### config.mk
export PLATFORM = sky130hd
export DESIGN_NAME = muldiv_sequencer_flat
export DESIGN_NICKNAME = d
export VERILOG_FILES = /design/src/rtl/muldiv_sequencer_if.sv /design/src/rtl/muldiv_sequencer.sv /design/src/flat_wrapper.sv
export SDC_FILE = /design/constraint.sdc
export NUM_CORES = 1
export LEC_CHECK = 0
export BUFFER_PORTS_ARGS = -buffer_cell sky130_fd_sc_hd__buf_4
export CAP_MARGIN = 20
export CORE_ASPECT_RATIO = 1.4
export CORE_MARGIN = 4
export CORE_UTILIZATION = 47
export DETAILED_ROUTE_END_ITERATION = 12
export PLACE_DENSITY = 0.78
export REMOVE_ABC_BUFFERS = 1
export SYNTH_ARGS = -nofsm -noshare
export SYNTH_HDL_FRONTEND = slang
export SYNTH_SLANG_ARGS = --single-unit
### constraint.sdc
create_clock -name clock -period 1.5 [get_ports clock]
set_input_delay 0.375 -clock clock [delete_from_list [all_inputs] [get_ports clock]]
set_output_delay 0.375 -clock clock [all_outputs]
set_load 0.02 [all_outputs]
### src/rtl/muldiv_sequencer_if.sv
// Handshake between the CPU control FSM / Mult / Div units and the mult/div sequencer.
// The master drives requests and unit status; the slave (sequencer) drives launch, HI/LO control and status.
interface muldiv_sequencer_if;
    logic start;
    logic op;
    logic flush;
    logic mult_done;
    logic div_done;
    logic div0;
    logic mult_start;
    logic div_start;
    logic hi_sel;
    logic lo_sel;
    logic write_hi;
    logic write_lo;
    logic busy;
    logic done;
    logic exc_div0;
    logic exc_timeout;

    modport master (
        output start, op, flush, mult_done, div_done, div0,
        input  mult_start, div_start, hi_sel, lo_sel, write_hi, write_lo,
               busy, done, exc_div0, exc_timeout
    );

    modport slave (
        input  start, op, flush, mult_done, div_done, div0,
        output mult_start, div_start, hi_sel, lo_sel, write_hi, write_lo,
               busy, done, exc_div0, exc_timeout
    );
endinterface

### src/rtl/muldiv_sequencer.sv
// Launches the shared Mult or Div unit, waits for its completion and strobes HI/LO,
// reporting divide-by-zero or timeout back to the control FSM.
//
// state  | meaning
// IDLE   | waiting for start; hi_sel/lo_sel hold last value
// LAUNCH | one-cycle start pulse to the selected unit
// WAIT   | waiting for selected unit done / div0 / timeout
// WRITE  | HI/LO write strobe and done pulse
// FAULT  | exc_div0 or exc_timeout pulse, no HI/LO write
module muldiv_sequencer #(
    parameter int unsigned TIMEOUT_CYCLES = 40
) (
    input  logic           clock,
    input  logic           reset,
    muldiv_sequencer_if.slave bus
);

    typedef enum logic [2:0] {
        S_IDLE,
        S_LAUNCH,
        S_WAIT,
        S_WRITE,
        S_FAULT
    } state_t;

    localparam logic [7:0] CNT_LAST = 8'(TIMEOUT_CYCLES - 1);

    state_t     state, state_n;
    logic       op_q, op_n;
    logic       cause_q, cause_n;
    logic       sel_n;
    logic [7:0] cnt, cnt_n;
    logic       unit_done;

    assign unit_done = op_q ? bus.div_done : bus.mult_done;

    always_ff @(posedge clock or posedge reset) begin
        if (reset) begin
            state   <= S_IDLE;
            op_q    <= 1'b0;
            cause_q <= 1'b0;
            cnt     <= 8'd0;
        end else begin
            state   <= state_n;
            op_q    <= op_n;
            cause_q <= cause_n;
            cnt     <= cnt_n;
        end
    end

    always_comb begin
        state_n = state;
        op_n    = op_q;
        cause_n = cause_q;
        cnt_n   = cnt;
        unique case (state)
            S_IDLE: begin
                if (bus.start) begin
                    op_n    = bus.op;
                    state_n = S_LAUNCH;
                end
            end
            S_LAUNCH: begin
                cnt_n   = 8'd0;
                state_n = bus.flush ? S_IDLE : S_WAIT;
            end
            S_WAIT: begin
                if (bus.flush) begin
                    state_n = S_IDLE;
                end else if (op_q && bus.div0) begin
                    cause_n = 1'b0;
                    state_n = S_FAULT;
                end else if (unit_done) begin
                    state_n = S_WRITE;
                end else if (cnt == CNT_LAST) begin
                    cause_n = 1'b1;
                    state_n = S_FAULT;
                end else begin
                    cnt_n = cnt + 8'd1;
                end
            end
            S_WRITE: state_n = S_IDLE;
            S_FAULT: state_n = S_IDLE;
            default: state_n = S_IDLE;
        endcase
    end

    // Mux selects are captured on entry to LAUNCH and held afterwards so mfhi/mflo see stable paths.
    assign sel_n = (state_n == S_LAUNCH) ? ~op_n : bus.hi_sel;

    // Moore outputs registered from the next state so each is a clean flop output.
    always_ff @(posedge clock or posedge reset) begin
        if (reset) begin
            bus.mult_start  <= 1'b0;
            bus.div_start   <= 1'b0;
            bus.hi_sel      <= 1'b0;
            bus.lo_sel      <= 1'b0;
            bus.write_hi    <= 1'b0;
            bus.write_lo    <= 1'b0;
            bus.busy        <= 1'b0;
            bus.done        <= 1'b0;
            bus.exc_div0    <= 1'b0;
            bus.exc_timeout <= 1'b0;
        end else begin
            bus.mult_start  <= (state_n == S_LAUNCH) && !op_n;
            bus.div_start   <= (state_n == S_LAUNCH) && op_n;
            bus.hi_sel      <= sel_n;
            bus.lo_sel      <= sel_n;
            bus.write_hi    <= (state_n == S_WRITE);
            bus.write_lo    <= (state_n == S_WRITE);
            bus.busy        <= (state_n != S_IDLE);
            bus.done        <= (state_n == S_WRITE);
            bus.exc_div0    <= (state_n == S_FAULT) && !cause_n;
            bus.exc_timeout <= (state_n == S_FAULT) && cause_n;
        end
    end

endmodule
### src/flat_wrapper.sv
// flat-port wrapper written by rule: the top's interface ports become plain ports
module muldiv_sequencer_flat 
#(
    parameter int unsigned TIMEOUT_CYCLES = 40
)
  (clock, reset, bus_start, bus_op, bus_flush, bus_mult_done, bus_div_done, bus_div0, bus_mult_start, bus_div_start, bus_hi_sel, bus_lo_sel, bus_write_hi, bus_write_lo, bus_busy, bus_done, bus_exc_div0, bus_exc_timeout);
  muldiv_sequencer_if bus_i ();
  input  logic clock;
  input  logic reset;
  input wire logic [$bits(bus_i.start)-1:0] bus_start;
  input wire logic [$bits(bus_i.op)-1:0] bus_op;
  input wire logic [$bits(bus_i.flush)-1:0] bus_flush;
  input wire logic [$bits(bus_i.mult_done)-1:0] bus_mult_done;
  input wire logic [$bits(bus_i.div_done)-1:0] bus_div_done;
  input wire logic [$bits(bus_i.div0)-1:0] bus_div0;
  output wire logic [$bits(bus_i.mult_start)-1:0] bus_mult_start;
  output wire logic [$bits(bus_i.div_start)-1:0] bus_div_start;
  output wire logic [$bits(bus_i.hi_sel)-1:0] bus_hi_sel;
  output wire logic [$bits(bus_i.lo_sel)-1:0] bus_lo_sel;
  output wire logic [$bits(bus_i.write_hi)-1:0] bus_write_hi;
  output wire logic [$bits(bus_i.write_lo)-1:0] bus_write_lo;
  output wire logic [$bits(bus_i.busy)-1:0] bus_busy;
  output wire logic [$bits(bus_i.done)-1:0] bus_done;
  output wire logic [$bits(bus_i.exc_div0)-1:0] bus_exc_div0;
  output wire logic [$bits(bus_i.exc_timeout)-1:0] bus_exc_timeout;
  assign bus_i.start = bus_start;
  assign bus_i.op = bus_op;
  assign bus_i.flush = bus_flush;
  assign bus_i.mult_done = bus_mult_done;
  assign bus_i.div_done = bus_div_done;
  assign bus_i.div0 = bus_div0;
  assign bus_mult_start = bus_i.mult_start;
  assign bus_div_start = bus_i.div_start;
  assign bus_hi_sel = bus_i.hi_sel;
  assign bus_lo_sel = bus_i.lo_sel;
  assign bus_write_hi = bus_i.write_hi;
  assign bus_write_lo = bus_i.write_lo;
  assign bus_busy = bus_i.busy;
  assign bus_done = bus_i.done;
  assign bus_exc_div0 = bus_i.exc_div0;
  assign bus_exc_timeout = bus_i.exc_timeout;
  muldiv_sequencer #(.TIMEOUT_CYCLES(TIMEOUT_CYCLES)) u_core (.clock(clock), .reset(reset), .bus(bus_i));
endmodule
==> out/metrics.cfg, run 1 <==
[run_status]
status = finished, violations left
violations = setup timing

[setup_path]
crit_required_ns = 1.74
worst_r2r_path_depth = 5
path_max_fanout = 6
cp-end-kind = flip-flop
worstSetupStartpointType = flip-flop
critPathArrivalTime_ns = 1.78
timing.rr.end = u_core.cnt[3]$_DFFE_PP0P_
worst-setup-path-type = flip-flop to flip-flop
r2r_slack_ns = -0.04
r2r_start = u_core.state[2]$_DFF_PP0_

[placed_design]
dpl_cell_area_mm2 = 0.001159
io_buffers = 17
dp_hpwl_um = 1423
place.gp.congestion = 0.7505
place_inst = 140

[power]
p_per_area_mw_per_mm2 = 1261
ir_drop_mv = 1.066
p_leak_nw = 0.5834

[yosys]
avgSynthCellArea_um2 = 9.983
yosysTopAreaCell = dfrtp_1
synthCells = 94
synth_area_um2 = 938.4
ys_seq_area_share_pct = 50.67
synth-seq-cells = 19
yosysWarningCount = 0
ys_types = 33
synth.area.top_cells = dfrtp_1, nor2_1, nand2_1
yosysTopAreaCellShare_pct = 50.67

[drt]
detail-route-antenna-nets = 0
first_pass_iters = 4
drt-initial-drc-count = 12
detail_route.wl_per_cell_um = 13.47
post-route-drc-count = 0
dr_total_vias = 794
wirelength_um = 1967
routed_via_density = 5.438

[worst_hold_path]
hp-class = primary input to asynchronous set/reset pin

[global_routing]
grt_pass1_vias = 788
antenna_found_initial = 0
grt_overflow = 0
grt_max_degree = 20
grt_usage_pct = 16.17
grt_pass1_wl_um = 3312

[run]
max_cap_violations = 0

[clock_network]
clk_latency_ns = 0.30
cts.sinks = 19
cts_root_buf = clkbuf_4
h-tree-depth = 1
cts_buffer_depth = 2
path_clk_slew_ns = 0.11
cts_tree = done
numCtsBuffers = 3

[timing]
period_needed_ns = 1.541
slew_headroom_pct = 81.61
tightest_slew_ns = 0.2744
timing.fmax_ghz = 0.6487
hold_violations = 0
final.setup_skew_ns = 0.003404
fin_crit_sh_pct = 102.8
finalWorstSetupSlack_ns = -0.04148
finalSetupViolations = 3
final-max-slew-violation-count = 0
rsz0062_at_grt = yes

[final_layout]
syn_to_final_growth_pct = 31.33
diodes = 0
layout-drive-gt1-share_pct = 38.89
fin_cells = 146
regArea_um2 = 475.5
nets = 136
n_fill_cell = 145
multiInputGateArea_um2 = 446.7
stdcell_area_mm2 = 0.001232

[floorplan]
start_util_pct = 51.44
num_rows = 18
die_area_mm2 = 0.002786
die_y_um = 60.87
ios = 18
core_region_area_mm2 = 0.001824
die_w_um = 45.77

## layer usage
| metal | global-route usage [%] | up-vias | share of wire [%] |
|---|---|---|---|
| li1 | - | 391 | - |
| met1 | 17.35 | 377 | 41 |
| met2 | 30.14 | 19 | 52 |
| met3 | 2.077 | 7 | 4.4 |
| met4 | 7.724 | 0 | 2.9 |
| met5 | 0 | - | 0 |
## area by class of cell
| class | count | share of cell area (%) |
|---|---|---|
| Sequential cell | 19 | 38.58 |
| Multi-Input combinational cell | 67 | 36.24 |
| Timing Repair Buffer | 33 | 20.10 |
| Clock buffer | 4 | 2.132 |
| Tap cell | 20 | 2.030 |
| Inverter | 3 | 0.9137 |
## Yosys cell counts (all sizes together)
cell and n:
nor3 3, inv 3, nand4 3, buf 5
xor2 1, nor4b 1, nand2 10, a21oi 5
ha 1, nor2 14, a41oi 1, nand3 3
o31ai 1, nand2b 1, or4b 1, mux2 1
or4 1, xnor2 1, and3 2, dfrtp 19
nand3b 1, nor3b 1, or3 5, o22ai 1
and2 1, a21o 2, mux2i 3, o21ai 3
## layout by cell type (no fill, tap or decap), types with 3 or more instances in the layout
master and count:
buf_4 33, dfrtp_1 19, nor2_1 13, nand2_1 8, a21oi_1 4, o21ai_0 3, or3_1 3, nand3_1 3
inv_1 3, clkbuf_4 3
## repair_timing
| item | 4_1_cts | 5_1_grt |
|---|---|---|
| setup buffers | 2 | 0 |
| hold buffers | 0 | 0 |
| endpoints found under the setup margin | 7 | 11 |
| gates resized for setup | 4 | 3 |
| cloned | 0 | 0 |
| pin swaps | 7 | 3 |
## sequential cells by signal, indices dropped and copies added (netlist names)
signal / cells
u_core.state: 3
u_core.bus.exc_div0: 1
u_core.bus.write_hi: 1
u_core.bus.mult_start: 1
u_core.op_q: 1
u_core.bus.div_start: 1
u_core.bus.busy: 1
u_core.bus.hi_sel: 1
u_core.bus.exc_timeout: 1
u_core.cnt: 8
## worst max-delay path by stage
stage	start	endpoint	slack (ns)	depth (start not counted)
2_1_floorplan	u_core.state[0]$_DFF_PP0_	u_core.cnt[6]$_DFFE_PP0P_	-0.04	4
3_3_place_gp	bus_flush	u_core.cnt[6]$_DFFE_PP0P_	-0.14	6
3_5_place_dp	bus_flush	u_core.cnt[6]$_DFFE_PP0P_	-0.16	6
4_1_cts	u_core.state[2]$_DFF_PP0_	u_core.cnt[3]$_DFFE_PP0P_	-0.07	5
5_1_grt	u_core.state[2]$_DFF_PP0_	u_core.cnt[3]$_DFFE_PP0P_	-0.13	5
6_report	u_core.state[2]$_DFF_PP0_	u_core.cnt[3]$_DFFE_PP0P_	-0.04	5
## power by group
part,switching (mW),internal (mW)
Sequential,0.0595,0.598
Clock,0.156,0.104
Combinational,0.335,0.301
## critical path, cell delays in order (launching register included)
cell     delay, ns
dfrtp_1       0.43
nor4b_4       0.25
buf_4         0.18
nand4_4       0.10
or3_4         0.40
a21oi_2       0.11
## cell families after synthesis
group | after synthesis | share of synthesized area, %
xor+xnor | 2 | 1.867
mux | 4 | 4.800
compound gates | 13 | 8.266
simple gates | 47 | 27.87
buf+inv | 8 | 5.199
flops | 19 | 50.67
fa+ha+maj | 1 | 1.333
## stage by stage
step                      power, mW  hold slack (ns)  setup TNS (ns)  utilization, %  setup slack, ns
final                         1.554          0.07911         -0.1088           67.56         -0.04148
after global routing          1.640           0.1029         -0.4883           67.56          -0.1255
after CTS                     1.556          0.08856         -0.1772           66.80         -0.06733
after detailed placement      1.277           0.4165         -0.8684           63.51          -0.1554
after global placement        1.256           0.4105         -0.6486           63.51          -0.1419
after floorplan               1.000           0.3261         -0.1465               -         -0.03680
Power figures use the tool's default switching activity.
==> run 2: changes to the inputs <==
- SLEW_MARGIN: not set -> 10
- clock period: 1.5 -> 1.35 ns (I/O delays scaled with it)
==> run 2 against run 1 <==
Compared with the run above: the run still ends with setup timing left; first-iteration DRC count is 75% higher; sequential share of layout area is 2.3 points lower; via count is 5.3% higher; clock power is 9.6% higher; non-clock buffer count is 1 higher; largest power group is now combinational logic.
==> out/metrics.cfg, run 2 (same netlist as run 1, synthesis figures left out) <==
[global_routing]
antenna_found_initial = 0
grt_pass1_wl_um = 3767
grt_pass1_vias = 911
grt_max_degree = 20
grt_overflow = 0
grt_usage_pct = 18.94

[floorplan]
core_region_area_mm2 = 0.001824
ios = 18
die_y_um = 60.87
die_w_um = 45.77
die_area_mm2 = 0.002786
num_rows = 18
start_util_pct = 51.44

[drt]
wirelength_um = 2359
dr_total_vias = 836
detail-route-antenna-nets = 0
first_pass_iters = 4
detail_route.wl_per_cell_um = 16.05
drt-initial-drc-count = 21
post-route-drc-count = 0
routed_via_density = 5.687

[setup_path]
crit_required_ns = 1.53
worst_r2r_path_depth = 4
path_max_fanout = 3
r2r_start = u_core.cnt[4]$_DFFE_PP0P_
timing.rr.end = u_core.state[1]$_DFF_PP0_
cpMostUsedCell = or3_4
cp-end-kind = flip-flop
cp_slowest_cell = or3_4
worst-setup-path-type = flip-flop to flip-flop
worstSetupStartpointType = flip-flop
max_stage_delay_ns = 0.44
critPathArrivalTime_ns = 1.72
crit_chain = or3_4, or3_4, nor2_2, o22ai_1
r2r_slack_ns = -0.19
cp-endpoint = u_core.state[1]$_DFF_PP0_
crit_path_start = u_core.cnt[4]$_DFFE_PP0P_

[final_layout]
stdcell_area_mm2 = 0.001311
regMostFlops = u_core.cnt
multiInputGateArea_um2 = 514.2
diodes = 0
layout-drive-gt1-share_pct = 47.24
largestRegisters = u_core.cnt: 8 flops, u_core.state: 3 flops
nets = 137
n_fill_cell = 131
layout_commonest_cell = buf_4
syn_to_final_growth_pct = 39.73
regArea_um2 = 475.5
largest_register_ffs = 8
fin_cells = 147
finish.utilization_pct = 71.88
final_cell_mix = buf_4, dfrtp_1, nand2_1, nor2_1

[timing]
tightest_slew_ns = 0.2422
period_needed_ns = 1.540
rsz0062_at_grt = yes
slew_headroom_pct = 83.81
final-max-slew-violation-count = 0
timing.fmax_ghz = 0.6495
finalWorstSetupSlack_ns = -0.1897
fin_crit_sh_pct = 114.1
finalSetupViolations = 9
final.setup_skew_ns = 0.001086
hold_violations = 0

[clock_network]
clk_latency_ns = 0.30
path_clk_slew_ns = 0.10
cts.sinks = 19
cts_tree = done
h-tree-depth = 1
cts_buffer_depth = 2
cts_root_buf = clkbuf_4
numCtsBuffers = 3

[run_status]
status = finished, violations left
violations = setup timing

[power]
ir_drop_mv = 1.136
p_per_area_mw_per_mm2 = 1374
p_leak_nw = 0.5927

[placed_design]
io_buffers = 17
place.gp.congestion = 0.7643
dp_slack_ns = -0.2760
dpl_cell_area_mm2 = 0.001174
place_inst = 142
dp_hpwl_um = 1555

[run]
max_cap_violations = 0

[worst_hold_path]
hp-class = primary input to asynchronous set/reset pin

==> run 2: area by class of cell <==
| class | instances | area share [%] |
|---|---|---|
| Multi-Input combinational cell | 67 | 39.22 |
| Sequential cell | 19 | 36.26 |
| Tap cell | 20 | 1.908 |
| Timing Repair Buffer | 34 | 19.75 |
| Inverter | 3 | 0.8588 |
| Clock buffer | 4 | 2.004 |
==> run 2: how the worst min path moves through the flow <==
stage,slack (ns),endpoint,depth (start not counted)
global route,0.07,u_core.bus.busy$_DFF_PP0_,3
global placement,0.37,u_core.bus.busy$_DFF_PP0_,3
detailed placement,0.38,u_core.state[1]$_DFF_PP0_,3
floorplan,0.29,u_core.bus.busy$_DFF_PP0_,1
CTS,0.05,u_core.state[1]$_DFF_PP0_,3
finish,0.05,u_core.bus.busy$_DFF_PP0_,3
==> run 2: stage by stage <==
| stage | setup TNS, ns | hold slack [ns] | power (mW) |
|---|---|---|---|
| after global routing | -1.779 | 0.07410 | 1.908 |
| final | -0.9334 | 0.05016 | 1.801 |
| after CTS | -1.254 | 0.04856 | 1.748 |
| after floorplan | -0.9997 | 0.2886 | 1.112 |
| after global placement | -1.828 | 0.3735 | 1.405 |
| after detailed placement | -2.018 | 0.3827 | 1.438 |
==> run 2: per-layer routing <==
metal / up-vias / part of all wire [%] / track usage [%]
met5: - / 0 / 0
met4: 0 / 5.6 / 13.41
met3: 15 / 4.8 / 2.077
met2: 34 / 52 / 32.73
met1: 394 / 37 / 20.97
li1: 393 / - / -
==> run 2: timing repair <==
action	in CTS	in global routing
hold endpoints to repair	0	0
pin swaps	12	15
endpoints found under the setup margin	11	16
hold buffers	0	0
resized for setup	11	14
gates cloned	0	0
setup buffers	1	0
==> run 2: power breakdown <==
group / switching, mW / leakage, nW / internal, mW
logic: 0.428 / 0.321 / 0.358
registers: 0.0655 / 0.257 / 0.665
clock network: 0.170 / 0.0150 / 0.115
==> run 2: worst max-delay path: cells and delay by family, from the launching register on <==
| kind | cells | cell delay, ns |
|---|---|---|
| and+or+nand+nor | 3 | 0.96 |
| DFF | 1 | 0.39 |
| AOI/OAI and AO/OA | 1 | 0.08 |
==> run 3: changes to the inputs <==
- CORE_UTILIZATION: 47 -> 30
- PLACE_DENSITY: 0.78 -> 0.56
- RECOVER_POWER: not set -> 100
==> run 3 against run 2 <==
Compared with the run above: the run still ends with setup timing left; clock power up 39%; utilization down 26 points; critical path type unchanged; global-route usage down 8.1 points; highest routed layer unchanged; register-to-register slack better by 0.03 ns; fmax up 1.9%; design area up 3.3%; clock-buffer cell count unchanged; cell count up 16%.
==> out/metrics.cfg, run 3 (same netlist as run 1, synthesis figures left out) <==
[setup_path]
worst-setup-path-type = flip-flop to flip-flop
critPathArrivalTime_ns = 1.69
worst_r2r_path_depth = 5
r2r_start = u_core.state[2]$_DFF_PP0_
crit_required_ns = 1.53
r2r_slack_ns = -0.16
timing.rr.end = u_core.cnt[3]$_DFFE_PP0P_
cp-end-kind = flip-flop
path_max_fanout = 5
worstSetupStartpointType = flip-flop

[timing]
hold_violations = 0
slew_headroom_pct = 32.01
final-max-slew-violation-count = 0
tightest_slew_ns = 1.020
finalSetupViolations = 10
tns_ns = -1.042
finalWorstSetupSlack_ns = -0.1614
rsz0062_at_grt = yes
final.setup_skew_ns = 0.001139
timing.fmax_ghz = 0.6616
fin_crit_sh_pct = 112.0
period_needed_ns = 1.511

[floorplan]
start_util_pct = 31.97
num_rows = 23
die_y_um = 74.18
ios = 18
core_region_area_mm2 = 0.002935
die_area_mm2 = 0.004100
die_w_um = 55.27

[clock_network]
cts.sinks = 19
clk_latency_ns = 0.25
cts_buffer_depth = 2
path_clk_slew_ns = 0.07
cts_tree = done
cts_root_buf = clkbuf_8
numCtsBuffers = 3
h-tree-depth = 1
cts_hold_buf = 0

[drt]
dr_total_vias = 792
detail-route-antenna-nets = 0
detail_route.wl_per_cell_um = 13.31
wirelength_um = 2263
drt-initial-drc-count = 23
first_pass_iters = 4
post-route-drc-count = 0
routed_via_density = 4.659

[power]
pwr-share-seq_pct = 39.2
p_int_mw = 1.194
p_per_area_mw_per_mm2 = 1370
finalPower_mw = 1.856
p_sw_uw = 662.0
p_leak_nw = 0.5936
power_frac_clock_pct = 21.4
switching_share_pct = 35.67
power_frac_comb_pct = 39.4
ir_drop_mv = 1.109

[placed_design]
dp_slack_ns = -0.2749
io_buffers = 17
place.gp.congestion = 0.7398
dp_hpwl_um = 1554

[run_status]
violations = setup timing
status = finished, violations left

[global_routing]
antenna_found_initial = 0
grt_usage_pct = 10.85
grt_overflow = 0
grt_max_degree = 20
grt_pass1_wl_um = 3512
grt_pass1_vias = 796

[final_layout]
layout-drive-gt1-share_pct = 38.35
n_fill_cell = 286
layout_commonest_cell = buf_4
diodes = 0
largest_register_ffs = 8
multiInputGateArea_um2 = 501.7
regArea_um2 = 475.5
finish.utilization_pct = 46.16
regMostFlops = u_core.cnt
final_cell_mix = buf_4, dfrtp_1, clkbuf_1, nor2_1, nand2_1
largestRegisters = u_core.cnt: 8 flops, u_core.state: 3 flops
nets = 143
syn_to_final_growth_pct = 44.40

[worst_hold_path]
min_from = bus_op
worstHoldEndpoint = u_core.bus.mult_start$_DFF_PP0_
hold_depth = 2
hp-class = primary input to flip-flop

[run]
max_cap_violations = 0

-- run 3: cell types whose count changed in the layout (fill, tap and decap cells not counted), moves of 3 or more --
cell / delta
buf_4: -9
clkbuf_8: +3
nor2_1: +5
clkbuf_1: +12
nor2_2: -3
-- run 3: routing by layer --
layer / part of all wire [%] / wire length, µm / GRT usage, % / up-vias
met1: 40 / 910 / 11.09 / 380
met3: 2.5 / 56 / 2.257 / 2
li1: - / - / - / 402
met2: 56 / 1269 / 21.05 / 8
met5: 0 / 0 / 0 / -
met4: 1.1 / 26 / 5.135 / 0
-- run 3: layout make-up --
| type | count | area share (%) |
|---|---|---|
| clock buffer | 4 | 3.324 |
| timing repair buffer | 40 | 20.31 |
| sequential | 19 | 35.09 |
| tap | 37 | 3.416 |
| multi-input combinational | 67 | 37.03 |
| inverter | 3 | 0.8310 |
-- run 3: worst max path at each step --
stage,endpoint,startpoint
floorplan,u_core.cnt[6]$_DFFE_PP0P_,u_core.state[0]$_DFF_PP0_
global placement,u_core.cnt[5]$_DFFE_PP0P_,bus_flush
detailed placement,u_core.cnt[6]$_DFFE_PP0P_,bus_flush
CTS,u_core.cnt[3]$_DFFE_PP0P_,u_core.state[2]$_DFF_PP0_
global route,u_core.cnt[3]$_DFFE_PP0P_,u_core.state[2]$_DFF_PP0_
finish,u_core.cnt[3]$_DFFE_PP0P_,u_core.state[2]$_DFF_PP0_
-- run 3: worst max-delay path, cell delays in order (launching register included) --
cell,delay (ns)
dfrtp_1,0.42
nor4b_4,0.28
buf_6,0.16
nand4_4,0.09
or3_1,0.36
a21oi_1,0.14
-- run 3: power by group through the flow --
stage	clock (mW)	sequential (mW)	combinational [mW]
6_report	0.397	0.727	0.732
5_1_grt	0.434	0.737	0.802
4_1_cts	0.406	0.728	0.748
3_5_place_dp	0	0.739	0.710
3_3_place_gp	0	0.734	0.696
2_1_floorplan	0	0.845	0.267
-- run 3: metrics by stage --
stage	cells	hold slack [ns]	area, µm²
after floorplan	89	0.2886	900.9
after global placement	161	0.3780	1210
after detailed placement	161	0.3847	1210
after CTS	167	0.1121	1311
after global routing	170	0.2392	1355
final	170	0.2489	1355
-- run 3: repair_timing --
action                                  CTS  global route
pin swaps                                13            11
gates resized for setup                  10            15
endpoints found under the setup margin   11            15
hold endpoints to repair                  0             0
buffers inserted                          2             4
